==> config.mk <==
export PLATFORM = sky130hd
export DESIGN_NAME = signed_mult_seq
export DESIGN_NICKNAME = d
export VERILOG_FILES = /design/src/rtl/signed_mult_seq.sv
export SDC_FILE = /design/constraint.sdc
export NUM_CORES = 1
export LEC_CHECK = 0
export ABC_CLOCK_PERIOD_IN_PS = 7800
export BUFFER_PORTS_ARGS = -buffer_cell sky130_fd_sc_hd__buf_2
export CELL_PAD_IN_SITES_DETAIL_PLACEMENT = 0
export CELL_PAD_IN_SITES_GLOBAL_PLACEMENT = 1
export CORE_MARGIN = 5
export CORE_UTILIZATION = 45
export DETAILED_ROUTE_END_ITERATION = 16
export GPL_ROUTABILITY_DRIVEN = 0
export PLACE_DENSITY = 0.95
export SYNTH_ARGS = -nofsm -noshare
export SYNTH_HDL_FRONTEND = slang
export SYNTH_SLANG_ARGS = --single-unit
==> constraint.sdc <==
create_clock -name Clk -period 7.8 [get_ports Clk]
set_clock_uncertainty 0.1 [all_clocks]
set_input_delay 1.56 -clock Clk [delete_from_list [all_inputs] [get_ports Clk]]
set_output_delay 1.56 -clock Clk [all_outputs]
set_load 0.02 [all_outputs]
==> src/rtl/signed_mult_seq.sv <==
// Sequential shift-add multiplier, signed (two's complement) or unsigned.
// Product is {Aval,Bval}; X is the sign/carry extension of A.
`timescale 1ns/1ps
module signed_mult_seq #(
  parameter int WIDTH = 8
) (
  input  logic             Clk,
  input  logic             Reset,
  input  logic             Run,
  input  logic             ClearA_LoadB,
  input  logic             Signed,
  input  logic [WIDTH-1:0] S,
  output logic [WIDTH-1:0] Aval,
  output logic [WIDTH-1:0] Bval,
  output logic             X,
  output logic             Busy,
  output logic             Done
);

  // state | meaning
  // IDLE  | waiting; ClearA_LoadB loads B, Run starts a multiply
  // ADD   | conditionally add (or subtract on last signed step) M into {X,A}
  // SHIFT | shift {X,A,B} right one bit, advance iteration counter
  // HOLD  | result stable until Run is released
  typedef enum logic [1:0] {IDLE, ADD, SHIFT, HOLD} state_t;

  localparam int CW = $clog2(WIDTH) + 1;
  localparam logic [CW-1:0] LAST = CW'(WIDTH - 1);

  state_t           state;
  logic [WIDTH-1:0] m_reg;
  logic             mode;
  logic [CW-1:0]    cnt;

  logic [WIDTH:0]   m_ext;
  logic [WIDTH:0]   xa;
  logic [WIDTH:0]   add_res;

  always_comb begin
    m_ext = mode ? {m_reg[WIDTH-1], m_reg} : {1'b0, m_reg};
    xa    = mode ? {X, Aval} : {1'b0, Aval};
    // Signed multiplier MSB carries negative weight, hence the final subtract.
    if (mode && (cnt == LAST))
      add_res = xa - m_ext;
    else
      add_res = xa + m_ext;
  end

  assign Busy = (state == ADD) || (state == SHIFT);
  assign Done = (state == HOLD);

  always_ff @(posedge Clk) begin
    if (Reset) begin
      state <= IDLE;
      Aval  <= '0;
      Bval  <= '0;
      X     <= 1'b0;
      m_reg <= '0;
      mode  <= 1'b1;
      cnt   <= '0;
    end else begin
      case (state)
        IDLE: begin
          if (ClearA_LoadB) begin
            Aval <= '0;
            X    <= 1'b0;
            Bval <= S;
          end else if (Run) begin
            m_reg <= S;
            mode  <= Signed;
            Aval  <= '0;
            X     <= 1'b0;
            cnt   <= '0;
            state <= ADD;
          end
        end
        ADD: begin
          if (Bval[0]) begin
            X    <= add_res[WIDTH];
            Aval <= add_res[WIDTH-1:0];
          end
          state <= SHIFT;
        end
        SHIFT: begin
          Aval <= {X, Aval[WIDTH-1:1]};
          Bval <= {Aval[0], Bval[WIDTH-1:1]};
          if (!mode) X <= 1'b0;
          cnt <= cnt + CW'(1);
          state <= (cnt == LAST) ? HOLD : ADD;
        end
        HOLD: begin
          if (!Run) state <= IDLE;
        end
        default: state <= IDLE;
      endcase
    end
  end

endmodule

**Word-level counts from Yosys, hierarchy flattened**

Cells that the tools add are included.

- Add/subtract/negate cells: 3
- Eq/ne operators: 11
- Multiplexer cells: 22
- Bitwise operators: 1
- Reduce and logical (&&, ||, !) cells: 11

Operators by type and width:

| kind | number |
|---|---|
| 2-to-1 mux 8 bit | 4 |
| 2-to-1 mux 9 bit | 3 |
| one-hot mux 8 bit (3 select lines) | 1 |
| one-hot mux 8 bit (2 select lines) | 1 |
| inequality test 2 bit, second input constant | 6 |
| AND reduction 3 bit | 4 |
| adder 9 bit | 1 |
| subtractor 9 bit | 1 |
| 2-to-1 mux 2 bit | 4 |
| 2-to-1 mux 4 bit | 2 |
| one-hot mux 2 bit (4 select lines) | 1 |
| one-hot mux 4 bit (2 select lines) | 1 |
| adder 4 x 1 -> 4 bit, second input constant | 1 |
| equality test 2 bit, second input constant | 2 |
| equality test 4 x 3 -> 1 bit, second input constant | 1 |
| 2-to-1 mux 1 bit | 4 |
| AND reduction 4 bit | 1 |
| inequality test 3 bit, second input constant | 1 |
| one-hot mux 1 bit (3 select lines) | 1 |
| nonzero test 3 bit | 1 |
| equality test 2 x 1 -> 1 bit, second input constant | 1 |
| zero test 2 bit | 1 |
| AND reduction 2 bit | 1 |
| nonzero test 2 bit | 1 |
| 3 further kinds | 3 |

- Flip-flop bits (word level): 32
- Output and inout port bits: 19

**Logic depth before layout (Yosys ltp)**

Gate-level depths: netlist of the first run.

- Depth in word-level cells: 5
- Depth in mapped cells: 13
- Gate-level depth less buffers: 12

**Worst setup path before layout of the first run**

OpenSTA, ideal clock, no wires.

- Kind: register -> register
- Start point: reg cnt[0]
- End point: reg Aval[3]
- Setup time: 132 ps
- Data arrival time: 2,475 ps
- Required time: 7,568 ps
- Setup slack: 5,093 ps
- Cell stages (with the launch flop): 13
- Clock period less this slack: 2,707 ps
- Cells stage by stage: dfxtp_1 > ha_1 > and3b_1 > clkbuf_1 > nand2_1 > mux2i_1 > ha_1 > nor2b_1 > o21a_1 > or3_1 > a32o_1 > nand3_1 > a21oi_1

- Longest elaborated chain between the ends: 5

RTL lines:

| what | RTL line | RTL |
|---|---|---|
| from (decl) | 33 | `logic [CW-1:0] cnt;` |
| from (signal assigned) | 88 | `cnt <= cnt + CW'(1);` |
| equality test 4 x 3 -> 1 bit | 43 | `if (mode && (cnt == LAST))` |
| logical AND 1 bit | 43 |  |
| 2-to-1 mux 9 bit | 43 |  |
| 2-to-1 mux 8 bit | 78 | `if (Bval[0]) begin` |
| one-hot mux 8 bit (3 select lines) | 62 | `case (state)` |
| to (signal assigned) | 80 | `Aval <= add_res[WIDTH-1:0];` |
| to (signal assigned) | 85 | `Aval <= {X, Aval[WIDTH-1:1]};` |
| to (decl) | 13 | `output logic [WIDTH-1:0] Aval,` |

Every way passes these cells. The select of a mux whose other input is x is not followed.
A chain may end at the register's enable or synchronous reset.

**Worst setup path in the final report of the first run**

- Start point: reg state[0]
- End point: out Busy

- Longest elaborated chain between the ends: 2
- Elaborated cells on any way between the ends: 3
- Classes of those cells: eq/ne (2); reduce/logical (1)

RTL lines:

| what | RTL line | RTL |
|---|---|---|
| from (decl) | 30 | `state_t state;` |
| from (signal assigned) | 89 | `state <= (cnt == LAST) ? HOLD : ADD;` |
| equality test 2 x 1 -> 1 bit / equality test 2 bit (equally long branches) | 49 | `assign Busy = (state == ADD) \|\| (state == SHIFT);` |
| logical OR 1 bit (*) | 49 |  |
| to (decl) | 16 | `output logic Busy,` |

Every way passes the cells marked *; elsewhere a longest branch is shown, timed or not.

==> results of run 1 <==
## logic make-up after synthesis
logic type | share of synthesized area (%)
buffers and inverters | 4.47
AOI/OAI and AO/OA | 19.0
DFF | 32.3
xor gates and xnor gates | 5.73
muxes | 9.64
and+or+nand+nor | 18.5
adders and majority gates | 10.5
## cell usage in the layout, fill, tap and decap left out, types with 2 or more instances in the layout
master	n
clkbuf_8	7
nor3_1	2
mux2i_1	18
o21ai_0	6
a2bb2oi_1	2
nand2_1	17
xor2_1	7
dfxtp_1	32
inv_1	11
o22ai_1	2
nand3b_1	2
a21o_1	2
ha_1	15
o31ai_1	3
o21a_1	2
buf_2	31
a22oi_1	4
nand3_1	11
a211oi_1	9
or2_2	2
nor2_1	29
nand2b_1	3
a31oi_1	2
a21oi_1	16
xnor2_1	6
## layout make-up
| class | count | area (um^2) | area share, % |
|---|---|---|---|
| multi-input cells | 180 | 1260 | 55.0 |
| flip-flops and latches | 32 | 641 | 28.0 |
| repair buffers | 31 | 155 | 6.79 |
| clock buffers | 7 | 96.3 | 4.22 |
| well taps | 52 | 65.1 | 2.85 |
| inverters | 11 | 41.3 | 1.81 |
| clock inverters | 1 | 30.0 | 1.31 |
## worst max path at each step
| stage | startpoint | endpoint | slack (ns) | cells after the start |
|---|---|---|---|---|
| after floorplan | cnt[0]$_SDFFE_PP0P_ | Aval[3]$_SDFFE_PP0P_ | 5.09 | 12 |
| after global placement | Run | cnt[2]$_SDFFE_PP0P_ | 4.74 | 6 |
| after detailed placement | Run | cnt[2]$_SDFFE_PP0P_ | 4.73 | 6 |
| after CTS | state[0]$_SDFFE_PP0P_ | Busy | 4.58 | 3 |
| after global routing | state[0]$_SDFFE_PP0P_ | Busy | 4.52 | 3 |
| final | state[0]$_SDFFE_PP0P_ | Busy | 4.58 | 3 |
## routing by layer
metal / vias to the layer above / GRT usage, % / wire [um]
li1: 884 / - / -
met1: 762 / 19.8 / 2110
met2: 28 / 24.6 / 1910
met3: 7 / 3.55 / 184
met4: 0 / 5.77 / 70
met5: - / 0 / 0
## power groups by stage
stage	clock network (mW)	logic, mW	registers, mW
finish	0.177	0.289	0.209
global route	0.188	0.326	0.213
CTS	0.180	0.290	0.209
detailed placement	0	0.289	0.213
global placement	0	0.285	0.212
floorplan	0	0.213	0.225
## through the flow
step / hold WS (ns) / setup WS (ns)
3_3_place_gp: 0.376 / 4.74
3_5_place_dp: 0.378 / 4.73
4_1_cts: 0.388 / 4.58
5_1_grt: 0.430 / 4.52
2_1_floorplan: 0.357 / 5.09
6_report: 0.384 / 4.58
## tightest hold or removal path, delay by kind of cell, from the launching register on
family	cells	cell delay, ns
AO/OA/AOI/OAI	1	0.05
flip-flops	1	0.33
AND/OR/NAND/NOR	1	0.06
==> reports/results.md, run 1 <==
| Group | Metric | Reported |
|:---|:---|:---|
| run status | Outcome | completed |
| floorplan | Core box area | 0.00432 mm^2 |
| power | Clk network pwr share | 26.2% |
| hold path | Endpoint with the worst hold slack | cnt[0]$_SDFFE_PP0P_ |
| hold path | Min-delay src | cnt[0]$_SDFFE_PP0P_ |
| yosys | Commonest cells in the synthesized netlist | dfxtp_1 (32), nor2_1 (29), mux2i_1 (18) |
| setup path | Critical path class | reg -> out |
| setup path | Setup slack, reg-to-reg | 4.88 ns |
| power | Sequential Power Share | 30.9% |
| cells and area | Final layout net count | 290 |
| cts | Source-to-sink clock delay at the later pin of the worst-skew pair | 0.29 ns |
| yosys | EDFF count, synth | 0 |
| global route | Antenna violations before repair | 0 |
| power | Net switching share of the total power | 38.2% |
| sta | TNS Setup | 0 ns |
| setup path | Number of buffer and inverter stages on the critical path | 2 |
| sta | RSZ-0062 raised after global routing | no |
| cells and area | Fraction of layout instances using a drive strength above 1 | 17.2% |
| sta | Final-report hold violation count | 0 |
| placement | Placement Cell Area | 0.00216 mm^2 |
| sta | Final worst path period share | 41.3% |
| yosys | Top cells by area in the synthesized netlist | dfxtp_1 (32%), ha_1 (9.5%), mux2i_1 (9.1%), nor2_1 (5.5%), a21oi_1 (4.0%) |
| power | Total power draw | 0.675 mW |
| yosys | Most frequent cell after synthesis | dfxtp_1 |
| power | Switching pwr | 0.258 mW |
| setup path | R2r endpoint | Aval[3]$_SDFFE_PP0P_ |
| cts | Clock sinks | 32 |
| cells and area | Share of the core filled with cells | 52.8% |
| cells and area | Area growth, synth to finish | 15.1% |
| sta | Measured slew at the worst slew-check pin | 1.13 ns |
| sta | Count of endpoints failing setup in the final report | 0 |
| route | Number of iterations in the first detailed-routing pass | 4 |
| route | Via count | 1681 |
| setup path | Cells along the critical path | inv_1, ha_1, buf_2 |
| setup path | Critical path startpoint category | register |
| yosys | Sequential-to-total area share from yosys stat | 32.3% |
| hold path | Number of instances on the worst hold path | 2 |
| setup path | Peak per-stage delay on the critical path | 0.51 ns |
| global route | Largest net degree at the start of global routing | 35 |
| global route | Number of global-route vias before repair | 1628 |
| placement | Inst Count DP | 306 |
| route | Via-per-instance ratio | 5.35 |
| cts | Number of hold-repair buffers added at the cts stage | 0 |
| placement | Post-detailed-placement half-perimeter wirelength | 3140 um |
| floorplan | Total I/O pin count | 32 |
| sta | Remaining max-slew budget at the tightest pin | 24.8% |
| global route | Overall fraction of global-route tracks in use | 15.3% |
| floorplan | Area of the die | 0.00584 mm^2 |
| floorplan | Row cnt | 24 |
| route | Remaining design rule violation count | 0 |
| cts | Clock H-tree levels | 2 |
| floorplan | Die Width | 76.4 um |
| route | Drt first-iter violations | 81 |
| setup path | Worst EP required | 6.14 ns |
| global route | GR Overflow Total | 0 |
| setup path | Critical-path top delay cell | ha_1 |
| yosys | Post-synthesis cell type count | 46 |
| yosys | Top-area cell type share of the netlist area | 32.3% |
| yosys | Number of synthesized register bits | 32 |
| power | Internal power | 0.417 mW |
| floorplan | Effective utilization at floorplan | 45.9% |
| power | IR drop worst, VDD | 0.000157 V |
| sta | Max Freq | 310 MHz |
| setup path | Cell type group with the largest total delay on the critical path | adder cells |
| global route | Wire length of the first global-routing pass | 7530 um |
| setup path | Critical path arrival | 1.56 ns |
| yosys | Total nets after synthesis | 264 |
| cells and area | Final design instance area without fill | 0.00228 mm^2 |
| setup path | Cells on worst reg2reg path | 11 |
| floorplan | Chip Height | 76.4 um |
| yosys | Cell accounting for the most synthesized area | dfxtp_1 |
| yosys | Number of warnings printed during yosys synthesis | 0 |
| job | Max_cap viols | 0 |
| cts | Number of gates resized after cts | 0 |
| route | Antenna-violating nets left | 0 |
| cells and area | Antenna diode count | 0 |
| cts | CTS tree | yes |
| yosys | Area of the mapped netlist | 0.00199 mm^2 |
| setup path | Reg-to-reg startpoint | cnt[0]$_SDFFE_PP0P_ |
| route | WL/cell | 13.6 um |
| yosys | Mean Syn Cell Area | 8.45 um^2 |
| cts | Number of buffers between clock root and the deepest sink | 2 |
| power | Pwr/cell area | 295 mW/mm^2 |
| yosys | Ys flop type | dfxtp_1 |
| setup path | Critical path capture point type | output port |
| power | Combinational share of power | 42.9% |
| cts | Buffer cell driving the clock tree root | clkbuf_8 |
| setup path | Max FO, Critical Path | 10 |
| route | Final WL | 4270 um |
| cts | Clock-pin transition on the worst setup and hold timing paths | 0.07 ns |
| power | Standby leakage power | 0.999 nW |
| cells and area | Non-filler cells in the finished layout | 314 |
| yosys | Number of cells produced by synthesis | 235 |
| cts | Number of buffers added for setup after CTS | 0 |
| hold path | Type of the worst min-delay path | reg -> reg |
| yosys | Post-synthesis async set-or-reset flop share | 0% |
| sta | Total count of max-transition violations in the final report | 0 |
| cts | Number of CTS-inserted buffers | 5 |
| placement | Total of buffers placed on input and output ports | 31 |
| sta | Crit path time final | 3.22 ns |
| cells and area | Number of fill cells in the layout | 422 |
Power figures use the tool's default switching activity.
==> run 2, diff against run 1 <==
==> config.mk (replaced) <==
export PLATFORM = sky130hd
export DESIGN_NAME = signed_mult_seq
export DESIGN_NICKNAME = d
export VERILOG_FILES = /design/src/rtl/signed_mult_seq.sv
export SDC_FILE = /design/constraint.sdc
export NUM_CORES = 1
export LEC_CHECK = 0
export ABC_CLOCK_PERIOD_IN_PS = 2600
export BUFFER_PORTS_ARGS = -buffer_cell sky130_fd_sc_hd__buf_2
export CELL_PAD_IN_SITES_DETAIL_PLACEMENT = 0
export CELL_PAD_IN_SITES_GLOBAL_PLACEMENT = 1
export CORE_MARGIN = 5
export CORE_UTILIZATION = 38
export DETAILED_ROUTE_END_ITERATION = 16
export GPL_ROUTABILITY_DRIVEN = 0
export PLACE_DENSITY = 0.88
export SYNTH_ARGS = -nofsm -noshare
export SYNTH_HDL_FRONTEND = slang
export SYNTH_SLANG_ARGS = --single-unit
==> constraint.sdc (replaced) <==
create_clock -name Clk -period 2.6 [get_ports Clk]
set_clock_uncertainty 0.1 [all_clocks]
set_input_delay 0.52 -clock Clk [delete_from_list [all_inputs] [get_ports Clk]]
set_output_delay 0.52 -clock Clk [all_outputs]
set_load 0.02 [all_outputs]
==> reports/results.md, run 2 (synthesized netlist as in run 1, its figures left out) <==
| Group | Metric | Reported |
|:---|:---|:---|
| cells and area | Area growth, synth to finish | 23.6% |
| setup path | Peak per-stage delay on the critical path | 0.36 ns |
| sta | Final worst hold slack | 0.381 ns |
| floorplan | Chip Height | 82.3 um |
| sta | Remaining max-slew budget at the tightest pin | 47.9% |
| power | Internal power | 1.19 mW |
| sta | Post-layout worst setup margin | 0.0197 ns |
| cells and area | Antenna diode count | 0 |
| cells and area | Leading cell type in the layout, fill and taps excluded | buf_2 |
| floorplan | Die Width | 82.3 um |
| floorplan | Total I/O pin count | 32 |
| sta | Count of endpoints failing setup in the final report | 0 |
| cts | Clock sinks | 32 |
| setup path | Worst EP required | 2.66 ns |
| global route | Antenna violations before repair | 0 |
| cts | Clock H-tree levels | 2 |
| power | Pwr/cell area | 813 mW/mm^2 |
| cells and area | Highest-count cells in the layout ignoring fill and taps | buf_2 (31), dfxtp_1 (30), nor2_1 (29), mux2i_1 (17), nand2_1 (15) |
| sta | Max Freq | 388 MHz |
| setup path | Critical path startpoint category | register |
| route | Via count | 1790 |
| floorplan | Row cnt | 26 |
| cells and area | Number of fill cells in the layout | 517 |
| route | Number of iterations in the first detailed-routing pass | 4 |
| setup path | Cell type group with the largest total delay on the critical path | simple AND/OR/NAND/NOR gates |
| global route | Wire length of the first global-routing pass | 7800 um |
| sta | RSZ-0062 raised after global routing | yes |
| cells and area | Final design instance area without fill | 0.00245 mm^2 |
| cts | Number of buffers between clock root and the deepest sink | 2 |
| run status | Outcome | completed |
| sta | Crit path time final | 2.58 ns |
| global route | Number of global-route vias before repair | 1721 |
| placement | Placement Cell Area | 0.00225 mm^2 |
| cts | Clock-pin transition on the worst setup and hold timing paths | 0.08 ns |
| cells and area | Non-filler cells in the finished layout | 341 |
| route | Final WL | 4640 um |
| setup path | Critical path arrival | 2.64 ns |
| sta | Final-report hold violation count | 0 |
| power | Net switching share of the total power | 40.3% |
| placement | Post-detailed-placement half-perimeter wirelength | 3400 um |
| cts | CTS tree | yes |
| placement | Inst Count DP | 331 |
| cells and area | Share of the core filled with cells | 48.0% |
| cells and area | Final layout net count | 299 |
| cts | Source-to-sink clock delay at the later pin of the worst-skew pair | 0.29 ns |
| placement | Setup slack at placement | -0.0163 ns |
| setup path | Critical path class | reg -> reg |
| setup path | Critical path capture point type | register |
| sta | Measured slew at the worst slew-check pin | 0.776 ns |
| placement | Total of buffers placed on input and output ports | 31 |
| setup path | Max FO, Critical Path | 4 |
| power | Sequential Power Share | 31.5% |
| floorplan | Core box area | 0.00511 mm^2 |
| route | Drt first-iter violations | 57 |
| global route | Largest net degree at the start of global routing | 35 |
| route | WL/cell | 13.6 um |
| power | Clk network pwr share | 20.5% |
| cts | Buffer cell driving the clock tree root | clkbuf_8 |
| setup path | Setup slack, reg-to-reg | 0.02 ns |
| power | Combinational share of power | 48.1% |
| floorplan | Effective utilization at floorplan | 38.9% |
| setup path | Cells along the critical path | ha_4, and3b_2, nand2_4, mux2i_4, ha_1, nor2b_4, o21a_1, or3_1, a32o_1, nand3_1, a21oi_1 |
| global route | GR Overflow Total | 0 |
| route | Via-per-instance ratio | 5.25 |
| power | Standby leakage power | 1.04 nW |
| global route | Overall fraction of global-route tracks in use | 15.0% |
| cells and area | Fraction of layout instances using a drive strength above 1 | 26.2% |
| floorplan | Area of the die | 0.00677 mm^2 |
| sta | TNS Setup | 0 ns |
| power | Total power draw | 1.99 mW |
| setup path | Number of buffer and inverter stages on the critical path | 0 |
| job | Max_cap viols | 0 |
| sta | Final worst path period share | 99.2% |
| power | IR drop worst, VDD | 0.000406 V |
| sta | Total count of max-transition violations in the final report | 0 |
| hold path | Type of the worst min-delay path | in -> reg |
| cts | Number of CTS-inserted buffers | 5 |
| route | Antenna-violating nets left | 0 |
| route | Remaining design rule violation count | 0 |
| setup path | Critical-path top delay cell | dfxtp_4 |
| power | Switching pwr | 0.804 mW |
-- run 2: cell type report --
cell class                      count  area, um^2  area share (%)
Multi-Input combinational cell    180        1360            55.4
Sequential cell                    32         646            26.3
Timing Repair Buffer               40         226            9.23
Tap cell                           70        87.6            3.57
Clock buffer                        7        86.3            3.52
Inverter                           11        41.3            1.68
Clock inverter                      1        7.51           0.306
-- run 2: repair_timing --
item | in CTS | in global routing
gates resized for setup | 5 | 18
pin swaps | 4 | 15
buffers inserted | 0 | 2
setup endpoints to repair | 4 | 6
hold buffers | 0 | 0
-- run 2: path summary, 6_finish.rpt --
kind / endpoint / start / depth (start not counted)
max reg2reg: Aval[3]$_SDFFE_PP0P_ / cnt[0]$_SDFFE_PP0P_ / 11
min reg2reg: Aval[3]$_SDFFE_PP0P_ / Aval[3]$_SDFFE_PP0P_ / 2
max: Aval[3]$_SDFFE_PP0P_ / cnt[0]$_SDFFE_PP0P_ / 11
min: m_reg[3]$_SDFFE_PP0P_ / S[3] / 3
-- run 2: worst reg2reg max path: cells and delay by family (launching register included) --
| family | cells | cell delay [ns] |
|---|---|---|
| DFF | 1 | 0.36 |
| muxes | 1 | 0.26 |
| and+or+nand+nor | 5 | 0.82 |
| AOI/OAI and AO/OA | 3 | 0.48 |
| adders and majority gates | 2 | 0.42 |
-- run 2: per-layer routing --
layer  share of wire [%]  up-vias  wire length, um  track usage [%]
li1                    -      906                -                -
met5                   0        -                0                0
met2                  44       53             2030             22.8
met3                 6.5       13              301             4.66
met4                 3.0        0              140             6.98
met1                  47      818             2170             19.4
-- run 2: power groups by stage --
stage | Combinational, mW | Sequential (mW) | Clock (mW)
2_1_floorplan | 0.641 | 0.677 | 0
3_3_place_gp | 0.895 | 0.633 | 0
3_5_place_dp | 0.903 | 0.635 | 0
4_1_cts | 0.915 | 0.625 | 0.419
5_1_grt | 1.06 | 0.640 | 0.437
6_report | 0.958 | 0.627 | 0.408
